===== config.mk =====
export PLATFORM = sky130hd
export DESIGN_NAME = tff_mod_counter
export DESIGN_NICKNAME = d
export VERILOG_FILES = /design/src/rtl/tff_cnt_pkg.sv /design/src/rtl/t_cell.sv /design/src/rtl/tff_mod_counter.sv
export SDC_FILE = /design/constraint.sdc
export NUM_CORES = 1
export LEC_CHECK = 0
export CORE_MARGIN = 2
export CORE_UTILIZATION = 46
export DETAILED_ROUTE_END_ITERATION = 16
export HOLD_SLACK_MARGIN = 0.12
export PLACE_DENSITY_LB_ADDON = 0.05
export SLEW_MARGIN = 5
export SYNTH_ARGS = -nofsm -noshare
export SYNTH_HDL_FRONTEND = slang
export SYNTH_SLANG_ARGS = --single-unit

===== constraint.sdc =====
create_clock -name clk -period 1.6 [get_ports clk]
set_input_delay 0.24 -clock clk [delete_from_list [all_inputs] [get_ports clk]]
set_output_delay 0.24 -clock clk [all_outputs]
set_load 0.1 [all_outputs]

===== src/rtl/tff_cnt_pkg.sv =====
// rtl/tff_cnt_pkg.sv - shared constants and reset helpers for the T-cell modulo counter
package tff_cnt_pkg;

    localparam logic DIR_UP   = 1'b1;
    localparam logic DIR_DOWN = 1'b0;

    // Reset images are returned wide and trimmed by the caller to its own width.
    function automatic logic [63:0] q_rst(input int unsigned w);
        q_rst = (w == 0) ? 64'd0 : 64'd0;
    endfunction

    function automatic logic [63:0] qbar_rst(input int unsigned w);
        logic [63:0] ones;
        ones = '1;
        qbar_rst = (w == 0) ? 64'd0 : (ones >> (64 - w));
    endfunction

endpackage


===== src/rtl/t_cell.sv =====
// rtl/t_cell.sv - one T flip-flop bit with registered true and complemented outputs
module t_cell
    import tff_cnt_pkg::*;
(
    input  logic clk,
    input  logic rst,
    input  logic t,
    output logic q,
    output logic qbar
);

    localparam logic Q_INIT    = 1'(q_rst(1));
    localparam logic QBAR_INIT = 1'(qbar_rst(1));

    logic q_q;
    logic qbar_q;

    always_ff @(posedge clk or negedge rst) begin
        if (!rst) begin
            q_q    <= Q_INIT;
            qbar_q <= QBAR_INIT;
        end else if (t) begin
            q_q    <= ~q_q;
            qbar_q <= ~qbar_q;
        end
    end

    assign q    = q_q;
    assign qbar = qbar_q;

endmodule


===== src/rtl/tff_mod_counter.sv =====
// rtl/tff_mod_counter.sv - modulo-N up/down counter on T cells; TFF_CNT_LOAD_EN enables parallel load
module tff_mod_counter
    import tff_cnt_pkg::*;
#(
    parameter int WIDTH   = 4,
    parameter int MODULUS = 10
) (
    input  logic             clk,
    input  logic             rst,
    input  logic             en,
    input  logic             up,
    input  logic             load,
    input  logic [WIDTH-1:0] din,
    output logic [WIDTH-1:0] q,
    output logic [WIDTH-1:0] qbar,
    output logic             tc
);

    if (MODULUS < 2 || MODULUS > (1 << WIDTH)) begin : g_bad_modulus
        $error("tff_mod_counter: MODULUS out of range for WIDTH");
    end

    // One extra bit so MODULUS == 2**WIDTH still compares correctly.
    localparam logic [WIDTH:0]   MOD_W = (WIDTH + 1)'(MODULUS);
    localparam logic [WIDTH-1:0] MAX_Q = WIDTH'(MODULUS - 1);

    logic [WIDTH-1:0] q_w;
    logic [WIDTH-1:0] qbar_w;
    logic [WIDTH-1:0] next_d;
    logic [WIDTH-1:0] t_d;
    logic             illegal;
    logic             at_end;
    logic             load_blk;

    assign illegal = ({1'b0, q_w} >= MOD_W);

`ifdef TFF_CNT_LOAD_EN
    assign load_blk = load;
`else
    assign load_blk = 1'b0;
    logic unused_load;
    assign unused_load = &{1'b0, load, din};
`endif

    always_comb begin
        next_d = q_w;
`ifdef TFF_CNT_LOAD_EN
        if (load) begin
            next_d = ({1'b0, din} < MOD_W) ? din : MAX_Q;
        end else
`endif
        if (en) begin
            if (illegal) begin
                next_d = '0;
            end else if (up == DIR_UP) begin
                next_d = (q_w == MAX_Q) ? '0 : q_w + WIDTH'(1);
            end else begin
                next_d = (q_w == '0) ? MAX_Q : q_w - WIDTH'(1);
            end
        end
    end

    // Only bits that differ from the target toggle; hold produces an all-zero vector.
    assign t_d = q_w ^ next_d;

    for (genvar i = 0; i < WIDTH; i++) begin : g_cell
        t_cell u_cell (
            .clk  (clk),
            .rst  (rst),
            .t    (t_d[i]),
            .q    (q_w[i]),
            .qbar (qbar_w[i])
        );
    end

    assign at_end = (up == DIR_UP) ? (q_w == MAX_Q) : (q_w == '0);
    assign tc     = rst & en & ~load_blk & at_end;

    assign q    = q_w;
    assign qbar = qbar_w;

endmodule

==> results.md <==
Setup path:
- Measured in cells, the most critical reg-to-reg path has a length of 5.
- The required time of the critical path is 1.36 ns.
- Across all register-to-register paths, the minimum setup slack is 0.15 ns.
- The worst register-to-register path begins at g_cell[0].u_cell.q$_DFFE_PN0P_.
- STA classifies the critical path endpoint as a primary output.
- Walking the worst path, the cells encountered are or3_4, a2111oi_4, buf_12.
- The slowest cell on the critical path is or3_4.
- For this run, the slowest stage of the critical path takes 0.40 ns.
- The arrival time of the worst setup path is 1.62 ns.
- In this run the critical register-to-register path is captured at g_cell[1].u_cell.qbar$_DFFE_PN1P_.
- The largest fanout on the critical path is 2.
- The type of the setup path with the least slack is register to primary output.
- STA classifies the critical path startpoint as a register.

Synthesis:
- The fraction of registers with async set/reset is 100%.
- Summing the areas of all fa, ha and maj instances in the mapped netlist gives 0% of the synthesized area.
- The number of synthesized register bits is 8.
- In this run the cell area of the synthesized design comes to 643 um^2.
- The number of warnings issued by yosys is 0.
- The number of distinct library cells after synthesis is 34.
- The synthesized netlist devotes 17.9% of its cell area to simple gates.
- After synthesis, the largest family of logic cells by area is compound AO/OA/AOI/OAI gates.
- Sequential elements use 31.9% of the synthesized area.
- The count of flip-flops with a built-in enable after synthesis is 0.
- For this run, the leading register cell type out of synthesis is dfstp_2.
- Multiplexer cells account for 1.75% of the synthesized area.
- The synthesized net count is 78.
- The cell count after synthesis came out at 69.
- The fraction of the mapped netlist area in compound gates is 24.3%.
- The xor and xnor fraction of the mapped netlist area is 6.81%.
- A synthesized cell averages 9.32 um^2.

Routing:
- The wire length on met2 is 670 um.
- The detailed-route wire length per cell is 13.7 um.
- The number of vias per cell after detailed routing is 5.65.
- For this block, the initial DRC count from the detailed router was 7.
- The total routed wirelength is 1300 um.
- The remaining antenna violation count is 0.
- The highest routed metal layer is met3.
- The via total after detailed routing is 537.
- In the detailed route, the total length drawn on met3 is 71 um.
- For this block, wires on met1 add up to 560 um.
- The number of search-and-repair iterations in the first detailed-routing pass is 4.
- The number of design rule violations left after detail routing is 0.

Outcome:
- The run finished, with violations left.
- The final reports fail on negative setup slack.

STA:
- Setup violations remaining at the end of the flow were counted as 1.
- Setup repair after global routing could not meet its margin everywhere.
- Across the routed clock network, the largest skew measured is 0.00991 ns.
- In this run the tightest slew margin relative to its limit is 77.7%.
- The achievable clock frequency is 538 MHz.
- The least setup slack across all paths after layout is -0.260 ns.
- The number of hold violations in the final report was 0.
- The smallest clock period supported by the final layout is computed as 1.86 ns.
- The max-slew violation count was 0.
- The tightest hold path in the finished design has a slack of 0.297 ns.
- For the pin with the worst max-slew slack, the measured transition is 0.334 ns.
- The post-route fraction of the period consumed by the critical path is 116%.

Floorplan:
- The number of core rows is 13.
- The total area inside the core boundary comes to 0.00130 mm^2.
- Measured along the x axis, the die boundary spans 41.4 um.
- The initial core utilization is 49.4%.
- The die covers 0.00171 mm^2.
- The die height is 41.4 um.
- During I/O placement, the number of pins put on the boundary was 18.

Global route:
- The initial antenna violation count is 0.
- The number of global-route vias before repair is 471.
- The total congestion overflow is 0.
- The wire length of the first global-routing pass is 2070 um.
- Entering global routing, the biggest net connects 16 pins.
- The global-route usage over all layers is 19.6%.

Clock network:
- Buffers inserted during clock tree synthesis total 3.
- The clock insertion delay at the later pin of the skew report is 0.26 ns.
- After clock tree synthesis, the clock-pin slew on the worst setup and hold paths is 0.06 ns.
- The longest clock path from root to sink contains 2 buffers.
- CTS built an H-tree with a depth of 1.
- TritonCTS built the clock tree.
- After clock tree synthesis, the flow added hold-fix buffers numbering 0.
- The master cell of the clock root buffer is clkbuf_4.
- The total clock sinks is 8.

Cells and area:
- Summing all multi-input logic gate instances after layout gives 358 um^2.
- In the final layout, flip-flops and latches occupy 206 um^2.
- For this run, the post-layout net count is 90.
- From synthesis to final layout, the design area changed by 38.9%.
- Counting the fill cells in the layout gives 107.
- The library cells used most frequently in the layout, excluding fill and tap cells, are buf_12 (9), buf_4 (9), o21ai_0 (5).
- The count of placed standard cells in the final layout, fillers left out is 95.
- Summing all non-filler instances in the final layout gives an area of 893 um^2.
- Of the cells placed in the final design, the portion with a size suffix greater than 1 is 42.5%.
- The antenna diode count is 0.

Placed design:
- The sum of net half-perimeters after detailed placement is 947 um.
- Before CTS, the worst setup slack after placement is -0.301 ns.
- Once placement completed, the tool counted placed cells totaling 91.
- The total placed instance area is 853 um^2.
- Routability-driven placement finished with a final weighted congestion of 0.772.
- Port buffering added 12 buffers.

Min path:
- The min-delay analysis places its worst path in the category primary input to async pin.

Job:
- The max-cap violation count is 0.
==> sequential cells by signal, indices dropped and copies added, names as in the netlist <==
register,flops
g_cell.u_cell.q,4
g_cell.u_cell.qbar,4
==> cell usage after synthesis, types with 3 or more instances <==
cell type  count  share of area [%]
xnor2_1        3                4.1
o21ai_0        5                3.9
a21oi_1        4                3.1
dfstp_2        4                 16
or3_1          3                2.9
dfrtp_1        4                 16
buf_4          9                 11
==> per-layer routing <==
layer  vias to the layer above  global-route usage, %
met4                         0                   4.84
met1                       259                   24.9
met3                         0                   9.57
li1                        262                      -
met5                         -                      0
met2                        16                   29.7
==> how the worst max path moves through the flow <==
| stage | cells past startpoint | to | startpoint |
|---|---|---|---|
| global placement | 4 | tc | up |
| CTS | 3 | tc | g_cell[3].u_cell.q$_DFFE_PN0P_ |
| detailed placement | 4 | tc | up |
| global route | 4 | tc | g_cell[3].u_cell.q$_DFFE_PN0P_ |
| floorplan | 2 | tc | g_cell[3].u_cell.q$_DFFE_PN0P_ |
| finish | 3 | tc | g_cell[3].u_cell.q$_DFFE_PN0P_ |
==> cell type report <==
| cell class | instances | share of cell area [%] |
|---|---|---|
| Tap cell | 15 | 2.10 |
| Inverter | 2 | 0.840 |
| Clock buffer | 4 | 2.94 |
| Timing Repair Buffer | 21 | 31.0 |
| Sequential cell | 8 | 23.1 |
| Multi-Input combinational cell | 45 | 40.1 |
==> what timing repair did <==
item / 4_1_cts / 5_1_grt
buffers inserted: 0 / 0
endpoints found under the hold margin: 0 / 0
gates resized for setup: 1 / 3
endpoints found under the setup margin: 1 / 5
==> stage by stage <==
step | utilization (%) | TNS [ns]
finish | 68.7 | -0.260
global placement | 65.6 | -0.862
floorplan | - | -0.595
global route | 68.7 | -0.340
detailed placement | 65.6 | -1.05
CTS | 67.5 | -0.269
==> worst max-delay path: cells and delay by family, from the launching register on <==
| kind | cells | cell delay (ns) |
|---|---|---|
| AO/OA/AOI/OAI | 1 | 0.37 |
| AND/OR/NAND/NOR | 1 | 0.40 |
| flip-flops | 1 | 0.38 |
| buffers and inverters | 1 | 0.22 |
==> cells by family (layout without fill, tap and decap cells) <==
group | Yosys count | count (layout)
AND/OR/NAND/NOR | 17 | 17
XOR/XNOR | 5 | 5
buffers and inverters | 16 | 27
multiplexers | 1 | 1
AO/OA/AOI/OAI | 22 | 22
flip-flops | 8 | 8
Power is left out: the tool's default activity adds up to more than one toggle a clock period on the data nets, which glitch-free logic cannot reach.
